**config.mk**
```make
export PLATFORM = sky130hd
export DESIGN_NAME = seg_scan_display_flat
export DESIGN_NICKNAME = d
export VERILOG_FILES = /design/src/rtl/seg_scan_display_if.sv /design/src/rtl/seg_scan_display.sv /design/src/flat_wrapper.sv
export SDC_FILE = /design/constraint.sdc
export NUM_CORES = 1
export LEC_CHECK = 0
export CELL_PAD_IN_SITES_DETAIL_PLACEMENT = 0
export CELL_PAD_IN_SITES_GLOBAL_PLACEMENT = 1
export CORE_ASPECT_RATIO = 2
export CORE_MARGIN = 2
export CORE_UTILIZATION = 23
export CTS_BUF_LIST = sky130_fd_sc_hd__clkbuf_16
export DETAILED_ROUTE_END_ITERATION = 16
export PLACE_DENSITY_LB_ADDON = 0.1
export SLEW_MARGIN = 0
export SYNTH_ARGS = -nofsm -noshare
export SYNTH_HDL_FRONTEND = slang
export SYNTH_SLANG_ARGS = --single-unit
```
**constraint.sdc**
```tcl
create_clock -name clk -period 2.4 [get_ports clk]
set_clock_uncertainty 0.15 [all_clocks]
set_input_delay 0.36 -clock clk [delete_from_list [all_inputs] [get_ports clk]]
set_output_delay 0.36 -clock clk [all_outputs]
set_load 0.01 [all_outputs]
```
**src/rtl/seg_scan_display_if.sv**
```systemverilog
// Display bus between the CPU top and the seven-segment scanner:
// word/strobe/controls in, board pin drive and status out.
interface seg_scan_display_if;
    logic [31:0] data;
    logic        load;
    logic [7:0]  dp_mask;
    logic        blank;
    logic [7:0]  SEG;
    logic [7:0]  AN;
    logic        pending;
    logic        frame;

    modport master (
        output data, load, dp_mask, blank,
        input  SEG, AN, pending, frame
    );

    modport slave (
        input  data, load, dp_mask, blank,
        output SEG, AN, pending, frame
    );
endinterface

```
**src/rtl/seg_scan_display.sv**
```systemverilog
// Eight-digit multiplexed hex display driver. The shown word is double-buffered
// and only swapped at a full-scan boundary so a frame is never torn.
module seg_scan_display #(
    parameter int SCAN_DIV = 100000,
    parameter bit BLANK_LZ = 1'b1
) (
    input  logic               clk,
    input  logic               rst,
    seg_scan_display_if.slave  bus
);
    localparam int DIV_W = (SCAN_DIV > 1) ? $clog2(SCAN_DIV) : 1;

    logic [DIV_W-1:0] div_q, div_d;
    logic [2:0]       idx_q, idx_d;
    logic [31:0]      shown_q, shown_d;
    logic [31:0]      pend_q, pend_d;
    logic             pend_valid_q, pend_valid_d;
    logic             frame_q, frame_d;
    logic [7:0]       an_q, an_d;
    logic [7:0]       seg_q, seg_d;

    logic       tick;
    logic       boundary;
    logic [3:0] nib;
    logic [6:0] code;
    logic [7:0] lz_blank;

    function automatic logic [6:0] hex7(input logic [3:0] n);
        case (n)
            4'h0: hex7 = 7'h40;  4'h1: hex7 = 7'h79;
            4'h2: hex7 = 7'h24;  4'h3: hex7 = 7'h30;
            4'h4: hex7 = 7'h19;  4'h5: hex7 = 7'h12;
            4'h6: hex7 = 7'h02;  4'h7: hex7 = 7'h78;
            4'h8: hex7 = 7'h00;  4'h9: hex7 = 7'h10;
            4'hA: hex7 = 7'h08;  4'hB: hex7 = 7'h03;
            4'hC: hex7 = 7'h46;  4'hD: hex7 = 7'h21;
            4'hE: hex7 = 7'h06;  default: hex7 = 7'h0E;
        endcase
    endfunction

    // Digit i is a leading zero when every nibble from i upward is zero.
    assign lz_blank[0] = 1'b0;
    for (genvar g = 1; g < 8; g++) begin : g_lz
        assign lz_blank[g] = BLANK_LZ && (shown_q[31:4*g] == '0);
    end

    assign tick     = (div_q == DIV_W'(SCAN_DIV - 1));
    assign boundary = tick && (idx_q == 3'd7);
    assign nib      = 4'(shown_q >> {idx_q, 2'b00});
    assign code     = lz_blank[idx_q] ? 7'h7F : hex7(nib);

    always_comb begin
        div_d        = tick ? '0 : div_q + DIV_W'(1);
        idx_d        = tick ? idx_q + 3'd1 : idx_q;
        shown_d      = shown_q;
        pend_d       = pend_q;
        pend_valid_d = pend_valid_q;
        // A load landing on the boundary bypasses the pending slot entirely.
        if (bus.load && boundary) begin
            shown_d      = bus.data;
            pend_valid_d = 1'b0;
        end else if (bus.load) begin
            pend_d       = bus.data;
            pend_valid_d = 1'b1;
        end else if (boundary && pend_valid_q) begin
            shown_d      = pend_q;
            pend_valid_d = 1'b0;
        end
        frame_d = boundary;
        an_d    = bus.blank ? 8'hFF : ~(8'h01 << idx_q);
        seg_d   = bus.blank ? 8'hFF : {~bus.dp_mask[idx_q], code};
    end

    always_ff @(posedge clk or negedge rst) begin
        if (!rst) begin
            div_q        <= '0;
            idx_q        <= '0;
            shown_q      <= '0;
            pend_q       <= '0;
            pend_valid_q <= 1'b0;
            frame_q      <= 1'b0;
            an_q         <= 8'hFF;
            seg_q        <= 8'hFF;
        end else begin
            div_q        <= div_d;
            idx_q        <= idx_d;
            shown_q      <= shown_d;
            pend_q       <= pend_d;
            pend_valid_q <= pend_valid_d;
            frame_q      <= frame_d;
            an_q         <= an_d;
            seg_q        <= seg_d;
        end
    end

    assign bus.SEG     = seg_q;
    assign bus.AN      = an_q;
    assign bus.pending = pend_valid_q;
    assign bus.frame   = frame_q;
endmodule

```
**src/flat_wrapper.sv**
```systemverilog
// flat-port wrapper written by rule: the top's interface ports become plain ports
module seg_scan_display_flat 
#(
    parameter int SCAN_DIV = 100000,
    parameter bit BLANK_LZ = 1'b1
)
  (clk, rst, bus_data, bus_load, bus_dp_mask, bus_blank, bus_SEG, bus_AN, bus_pending, bus_frame);
  seg_scan_display_if bus_i ();
  input  logic clk;
  input  logic rst;
  input wire logic [$bits(bus_i.data)-1:0] bus_data;
  input wire logic [$bits(bus_i.load)-1:0] bus_load;
  input wire logic [$bits(bus_i.dp_mask)-1:0] bus_dp_mask;
  input wire logic [$bits(bus_i.blank)-1:0] bus_blank;
  output wire logic [$bits(bus_i.SEG)-1:0] bus_SEG;
  output wire logic [$bits(bus_i.AN)-1:0] bus_AN;
  output wire logic [$bits(bus_i.pending)-1:0] bus_pending;
  output wire logic [$bits(bus_i.frame)-1:0] bus_frame;
  assign bus_i.data = bus_data;
  assign bus_i.load = bus_load;
  assign bus_i.dp_mask = bus_dp_mask;
  assign bus_i.blank = bus_blank;
  assign bus_SEG = bus_i.SEG;
  assign bus_AN = bus_i.AN;
  assign bus_pending = bus_i.pending;
  assign bus_frame = bus_i.frame;
  seg_scan_display #(.SCAN_DIV(SCAN_DIV), .BLANK_LZ(BLANK_LZ)) u_core (.clk(clk), .rst(rst), .bus(bus_i));
endmodule
```
After elaboration in Yosys (flattened, before gate mapping)
Memories as Yosys holds them, arrays and structs flattened.
Index checks and enable logic that the tools add are counted.
Widths: inputs -> output; s select.

word-level totals
  register bits = 102
  memory bits (read-only) = 112
  bits of input ports = 44
  output and inout bits = 18
  logic and storage cells = 48
  memories kept = 1

memories
  name             words  width  read ports  clocked after Yosys merged registers in  write ports  RTL line                RTL
  (no name shown)  16     7      1           0                                        0            seg_scan_display.sv:29  case (n)

cells by class
  add/sub/neg operators = 2
  $lt $le $gt $ge = 1
  equality and inequality tests = 3
  shifts and indexed selects = 2
  mux-type cells = 14
  bitwise operators = 3
  reduce and logical (&&, ||, !) cells = 14

operator list
  kind                   count
  $mux 32                3
  $shr 32x5->4           1
  $logic_not 28->1       1
  $logic_not 24->1       1
  $logic_not 20->1       1
  $add 17x1->17 const B  1
  $eq 17x17->1 const B   1
  $mux 17                1
  $logic_not 16->1       1
  $mux 8                 2
  $logic_not 12->1       1
  $logic_not 8->1        1
  $not 8->8              1
  $shl 1x3->8 const A    1
  $mux 7                 1
  $bmux 1 s3             2
  $mux 1                 5
  $logic_not 4->1        1
  $lt 3x4->1 const B     1
  $reduce_and 2->1       2
  $add 3x1->3 const B    1
  $eq 3x3->1 const B     1
  $logic_and 1x1->1      3
  $reduce_bool 3->1      1
  3 further kinds        4

Logic depth before layout (Yosys ltp)
Gate-level depths: netlist of run 1.

  depth in word-level cells = 6
  depth in mapped cells = 9
  depth with buffers taken out = 8

Worst setup path before layout of run 1
No wires, ideal clock.

  kind = register to register
  start point = register u_core.idx_q[1]
  end point = register u_core.seg_q[0], in the netlist u_core.bus.SEG[0]
  library setup time = 0.096 ns
  data arrival time = 2.172 ns
  required time = 2.154 ns
  setup slack = -0.019 ns
  stages on the path, launching flop included = 8
  path buffers = 1
  clock period less this slack = 2.419 ns
  path through = dfrtp_1 -> buf_2 -> mux4_1 -> mux2_2 -> ha_1 -> or3_1 -> o221ai_1 -> nand2_1

between the ends
  longest elaborated chain between the ends = 4
  elaborated cells on any way between the ends = 6
  classes of those cells = shift: 1; mux: 4; memory: 1

RTL lines
  item                                        RTL line                                        RTL
  from (decl)                                 seg_scan_display.sv:14                          logic [2:0] idx_q, idx_d;
  from (signal assigned)                      seg_scan_display.sv:86                          idx_q <= idx_d;
  $shr 32x5->4 or $bmux 1 s3 (tied branches)  seg_scan_display.sv:49, seg_scan_display.sv:50
  $mem_v2 16x7 or $mux 1 (tied branches)      -
  $mux 7 *                                    seg_scan_display.sv:50                          assign code = lz_blank[idx_q] ? 7'h7F : hex7(nib);
  $mux 8 *                                    seg_scan_display.sv:71                          seg_d = bus.blank ? 8'hFF : {~bus.dp_mask[idx_q], code};
  via u_core.seg_d[0]                         seg_scan_display.sv:20                          logic [7:0] seg_q, seg_d;
  to (signal assigned)                        seg_scan_display.sv:92                          seg_q <= seg_d;
  to (decl)                                   seg_scan_display.sv:20

Mark *: on every way through the listed nets, which the timed path passes. The rest lies on a longest branch. The select of a mux whose other input is x is not followed.
A chain may end at the register's enable or synchronous reset.

Worst setup path in the final report of run 1
Same ends and word-level chain as after synthesis.

==> flow_summary.json, run 1 <==
{
  "io_buffers": 61,
  "comb_power_share": 0.081,
  "finalCritPeriodShare": 0.945,
  "rr_endpoint": "u_core.bus.SEG[0]$_DFF_PN1_",
  "critPathRequiredTime_ps": 2510,
  "ctsHtreeMaxLevel": 3,
  "period_minus_slack_ps": 2270,
  "clk_latency_ps": 350,
  "clockBufferDepth": 2,
  "via_count": 3296,
  "cp-start-kind": "register",
  "final_nets": 534,
  "synth_top_area_share": 0.441,
  "yosysMostFrequentCell": "dfrtp_1",
  "stdcell_count": 751,
  "synth_ff_type": "dfrtp_1",
  "wl_per_cell_um": 16.9,
  "grt_pass1_wl_um": 20300,
  "rsz0062_at_grt": "no",
  "fin_setup_tns_ps": 0,
  "drv_cap": 0,
  "drc": 0,
  "ys_top_cells_by_count": "dfrtp_1, nor2_1, mux2i_1",
  "clk_pin_slew_ps": 80,
  "num_rows": 75,
  "area_growth_pct": 29.1,
  "drt_pass1_iterations": 4,
  "cp-startpoint": "u_core.idx_q[1]$_DFFE_PN0N_",
  "grt_max_degree": 63,
  "synth.distinct_cells": 44,
  "crit_path_end": "u_core.bus.SEG[0]$_DFF_PN1_",
  "synth_edf_count": 0,
  "pwr-share-seq": 0.485,
  "n_fill_cell": 2129,
  "slew_viol_final": 0,
  "whs_path_depth": 3,
  "synth_top_cell_by_area": "dfrtp_1",
  "finalWirelength_um": 12700,
  "r2r_start": "u_core.idx_q[1]$_DFFE_PN0N_",
  "syn_area_um2": 4880,
  "powerDensity_nw_per_um2": 592,
  "hold_viol_final": 0,
  "gp_congestion": 0.796,
  "clkSinkCount": 102,
  "synth_seq_cells": 102,
  "async_flop_share": 1.00,
  "seq_area_frac_synth": 0.527,
  "path_max_fanout": 6,
  "grt_overflow": 0,
  "switchingPower_w": 0.000860,
  "critPathCaptureType": "register",
  "synth.avg_cell_area_um2": 12.2,
  "core_um2": 20900,
  "ant_nets": 0,
  "drt_iter0_drc": 123,
  "syn_inst": 399,
  "crit_type": "reg -> reg",
  "p_int_w": 0.00287,
  "first_global_vias": 3494,
  "antenna_cells": 0,
  "ctsRootBufferMaster": "clkbuf_16",
  "hold_class": "in -> reg",
  "clkPwrFrac": 0.434,
  "start_util": 0.233,
  "r2r_slack_ps": 130,
  "setup_violations": 0,
  "cts_tree": "yes",
  "dieHeight_um": 210,
  "antenna_found_initial": 0,
  "drive_above_1_share": 0.201,
  "yosysWarnings": 0,
  "ios": 62,
  "dieArea_um2": 22500,
  "swShare": 0.231,
  "slew_headroom": 0.678,
  "dp.cells": 733,
  "crit_arrival_ps": 2380,
  "ir_drop_mv": 0.265,
  "syn_nets": 456,
  "ff2ff_path_depth": 6,
  "p_leak_nw": 2.73,
  "die_w_um": 107,
  "tritoncts.num_buffers": 9,
  "viasPerCell": 4.39,
  "dp_hpwl_um": 9480,
  "p_total_w": 0.00373,
  "tightest_slew_ps": 479,
  "synth.area.top_cells": "dfrtp_1, dfstp_2, mux2i_1, mux2_2, mux4_1",
  "fmax_ghz": 0.441,
  "grtUsageTotal": 0.121,
  "outcome": "complete, no violations"
}
## power groups by stage
stage               clock (W)  sequential (W)  combinational [W]
floorplan                   0         0.00184           0.000130
global placement            0         0.00184           0.000309
detailed placement          0         0.00184           0.000313
CTS                   0.00168         0.00181           0.000315
global route          0.00175         0.00182           0.000332
finish                0.00162         0.00181           0.000301
## registers in the layout, summed over array words and instances, names as in the netlist
| name | flops |
|---|---|
| u_core.pend_q | 32 |
| u_core.bus.frame | 1 |
| u_core.shown_q | 32 |
| u_core.bus.pending | 1 |
| u_core.div_q | 17 |
| u_core.bus.SEG | 8 |
| u_core.idx_q | 3 |
| u_core.bus.AN | 8 |
## final cells by class
class                           count  area [µm²]  share of cell area
Sequential cell                   102        2570               0.408
Multi-Input combinational cell    274        2200               0.349
Timing Repair Buffer               84         845               0.134
Tap cell                          269         337              0.0534
Clock buffer                        9         225              0.0357
Clock inverter                      7        97.6              0.0155
Inverter                            6        22.5             0.00357
## what timing repair did
item	CTS	global route
buffers inserted	0	1
hold buffers	1	0
endpoints found under the hold margin	16	0
resized for setup	0	7
endpoints found under the setup margin	0	14
## how the worst min path moves through the flow
stage,start,end
5_1_grt,bus_load,u_core.shown_q[30]$_DFFE_PN0P_
4_1_cts,bus_load,u_core.shown_q[30]$_DFFE_PN0P_
6_report,bus_load,u_core.bus.pending$_DFFE_PN0P_
3_5_place_dp,rst,u_core.div_q[14]$_DFF_PN0_
2_1_floorplan,rst,u_core.bus.frame$_DFF_PN0_
3_3_place_gp,rst,u_core.div_q[14]$_DFF_PN0_
## layout by cell type (no fill, tap or decap), types with 2 or more instances in the layout
cell / count
a21oi_1: 33
buf_12: 5
buf_4: 17
bufinv_16: 2
clkbuf_16: 9
clkdlybuf4s50_1: 59
clkinv_4: 2
dfrtp_1: 85
dfstp_2: 16
ha_1: 12
inv_1: 5
mux2_1: 5
mux2_2: 27
mux2_4: 2
mux2i_1: 37
mux4_1: 9
nand2_1: 25
nand2b_1: 2
nand3_1: 10
nand4_1: 2
nor2_1: 51
nor3_1: 2
nor4_1: 7
o211ai_1: 3
o21ai_0: 5
o221ai_1: 4
xnor2_1: 9
xor2_1: 8
## layer usage
metal	wire (µm)	global-route usage	up-vias
met3	320	0.0207	8
met4	176	0.0421	0
li1	-	-	1587
met1	4710	0.128	1644
met2	7490	0.233	57
met5	0	0	-
## worst max-delay path, stage by stage, from the launching register on
cell	delay, ps
dfrtp_1	390
mux4_1	580
mux2_4	310
ha_2	200
or3_1	370
o221ai_1	80
nand2_1	90
## through the flow
stage | worst slack, ps | hold WS, ps | area [µm²] | utilization
final | 133 | 315 | 6300 | 0.301
after CTS | 16.5 | 313 | 6250 | 0.299
after floorplan | 23.0 | -85.6 | 4890 | -
after detailed placement | 34.5 | 206 | 5920 | 0.283
after global placement | 97.7 | 207 | 5920 | 0.283
after global routing | 0.414 | 330 | 6300 | 0.301
## cells by family after synthesis
| kind of cell | count (synthesis) | synth area share |
|---|---|---|
| AND/OR/NAND/NOR | 110 | 0.106 |
| flip-flops | 102 | 0.527 |
| multiplexers | 82 | 0.212 |
| AO/OA/AOI/OAI | 52 | 0.0646 |
| buffers and inverters | 23 | 0.0272 |
| XOR/XNOR | 17 | 0.0305 |
| adder cells (fa/ha/maj) | 13 | 0.0333 |
Power figures use the tool's default switching activity.
==> run 2, diff against run 1 <==
- clock period: 2.4 -> 2.6 ns (I/O delays scaled with it)
==> run 2 against run 1 <==
Non-clock buffer count decreased by 8; core utilization shrank 0.64 points; total power fell by 11%; first-iteration DRC count fell by 15%; wire length shrank 3.8%; register-to-register slack better by 70 ps; clock power down 15%; worst hold slack lost 11 ps; sequential power fell by 8%; clock-buffer cell count is the same; combinational power decreased by 9.0%; maximum frequency is 5.5% lower; critical endpoint unchanged.
==> flow_summary.json, run 2 (synthesis gave the netlist of run 1 again) <==
{
  "outcome": "complete, no violations",
  "cts_tree": "yes",
  "slew_headroom": 0.658,
  "ctsHtreeMaxLevel": 3,
  "die_w_um": 107,
  "cp-start-kind": "register",
  "tightest_slew_ps": 499,
  "drt_iter0_drc": 104,
  "clk_latency_ps": 350,
  "crit_type": "reg -> reg",
  "drc": 0,
  "area.sequential_um2": 2570,
  "ios": 62,
  "crit_arrival_ps": 2530,
  "slew_viol_final": 0,
  "final_cell_mix": "dfrtp_1, clkdlybuf4s50_1, nor2_1",
  "n_fill_cell": 2152,
  "drv_cap": 0,
  "cts_resized": 0,
  "critPathCaptureType": "register",
  "wl_per_cell_um": 16.4,
  "rsz0062_at_grt": "no",
  "dp.cells": 726,
  "fmax_ghz": 0.417,
  "tritoncts.num_buffers": 9,
  "swShare": 0.234,
  "p_leak_nw": 2.67,
  "finalWirelength_um": 12200,
  "antenna_found_initial": 0,
  "path_max_fanout": 7,
  "first_global_vias": 3467,
  "ir_drop_mv": 0.247,
  "viasPerCell": 4.36,
  "num_rows": 75,
  "area_growth_pct": 26.3,
  "clkSinkCount": 102,
  "setup_violations": 0,
  "grt_overflow": 0,
  "core_um2": 20900,
  "clkPwrFrac": 0.414,
  "powerDensity_nw_per_um2": 538,
  "grt_pass1_wl_um": 19700,
  "dp_hpwl_um": 9090,
  "largestRegisters": "u_core.pend_q x32, u_core.shown_q x32, u_core.div_q x17",
  "stdcell_count": 743,
  "comb_power_share": 0.083,
  "gp_congestion": 0.781,
  "p_int_w": 0.00254,
  "final_nets": 526,
  "clk_pin_slew_ps": 70,
  "drt_pass1_iterations": 6,
  "layout_commonest_cell": "dfrtp_1",
  "clockBufferDepth": 2,
  "period_minus_slack_ps": 2400,
  "drive_above_1_share": 0.175,
  "multi_input_area_um2": 2180,
  "p_total_w": 0.00332,
  "grt_max_degree": 63,
  "dieHeight_um": 210,
  "place_area_um2": 5870,
  "finalCritPeriodShare": 0.923,
  "post-route-cell-area_um2": 6170,
  "ctsRootBufferMaster": "clkbuf_16",
  "critPathRequiredTime_ps": 2730,
  "hold_viol_final": 0,
  "grtUsageTotal": 0.117,
  "ant_nets": 0,
  "dieArea_um2": 22500,
  "switchingPower_w": 0.000776,
  "pwr-share-seq": 0.504,
  "hold_class": "in -> async",
  "start_util": 0.233,
  "io_buffers": 61,
  "fin_setup_tns_ps": 0,
  "via_count": 3240,
  "antenna_cells": 0
}
## run 2: cell count changes in the layout (fill, tap and decap cells not counted), moves of 2 or more
cell      delta
buf_4        -6
clkinv_4     -2
mux2_4       -2
mux2_2       +2
## run 2: repair_timing
| item | 4_1_cts | 5_1_grt |
|---|---|---|
| hold buffers | 1 | 0 |
| buffers inserted | 0 | 0 |
| hold endpoints to repair | 16 | 0 |
## run 2: stage by stage
step	utilization	hold WS, ps	worst slack, ps
3_5_place_dp	0.280	140	192
2_1_floorplan	-	-55.6	181
4_1_cts	0.295	297	188
3_3_place_gp	0.280	140	210
5_1_grt	0.295	329	25.9
6_report	0.295	304	200
## run 2: path summary, 6_finish.rpt
| path | from | slack [ps] | cells past startpoint | endpoint |
|---|---|---|---|---|
| setup / recovery | u_core.idx_q[0]$_DFFE_PN0N_ | 200 | 6 | u_core.bus.SEG[0]$_DFF_PN1_ |
| hold reg to reg | u_core.div_q[0]$_DFF_PN0_ | 330 | 1 | u_core.div_q[0]$_DFF_PN0_ |
| setup reg to reg | u_core.idx_q[0]$_DFFE_PN0N_ | 200 | 6 | u_core.bus.SEG[0]$_DFF_PN1_ |
| hold / removal | rst | 300 | 2 | u_core.div_q[4]$_DFF_PN0_ |
| max in group asynchronous | rst | 1230 | 3 | u_core.shown_q[20]$_DFFE_PN0P_ |
| min in group clk | u_core.div_q[0]$_DFF_PN0_ | 330 | 1 | u_core.div_q[0]$_DFF_PN0_ |
## run 2: cell type report
cell class / count / area share
clock inverter: 7 / 0.0105
inverter: 6 / 0.00365
clock buffer: 9 / 0.0365
timing repair buffer: 76 / 0.125
multi-input combinational: 274 / 0.353
tap: 269 / 0.0546
sequential: 102 / 0.417
## run 2: routing by layer
| metal | part of all wire | wire length [µm] | GRT usage | up-vias |
|---|---|---|---|---|
| li1 | - | - | - | 1567 |
| met1 | 0.39 | 4790 | 0.128 | 1614 |
| met2 | 0.57 | 6910 | 0.217 | 52 |
| met3 | 0.026 | 323 | 0.0201 | 7 |
| met4 | 0.016 | 197 | 0.0457 | 0 |
| met5 | 0 | 0 | 0 | - |
## run 2: power by group through the flow
stage	Sequential [W]	Clock [W]	Combinational [W]
finish	0.00167	0.00137	0.000274
global route	0.00168	0.00147	0.000303
CTS	0.00167	0.00142	0.000287
detailed placement	0.00170	0	0.000285
global placement	0.00170	0	0.000281
floorplan	0.00170	0	0.000120
## run 2: critical path, cell delays in order (launching register included)
cell      delay, ps
dfrtp_1         510
mux4_1          580
mux2_2          330
ha_1            230
or3_1           380
o221ai_1         80
nand2_1          70
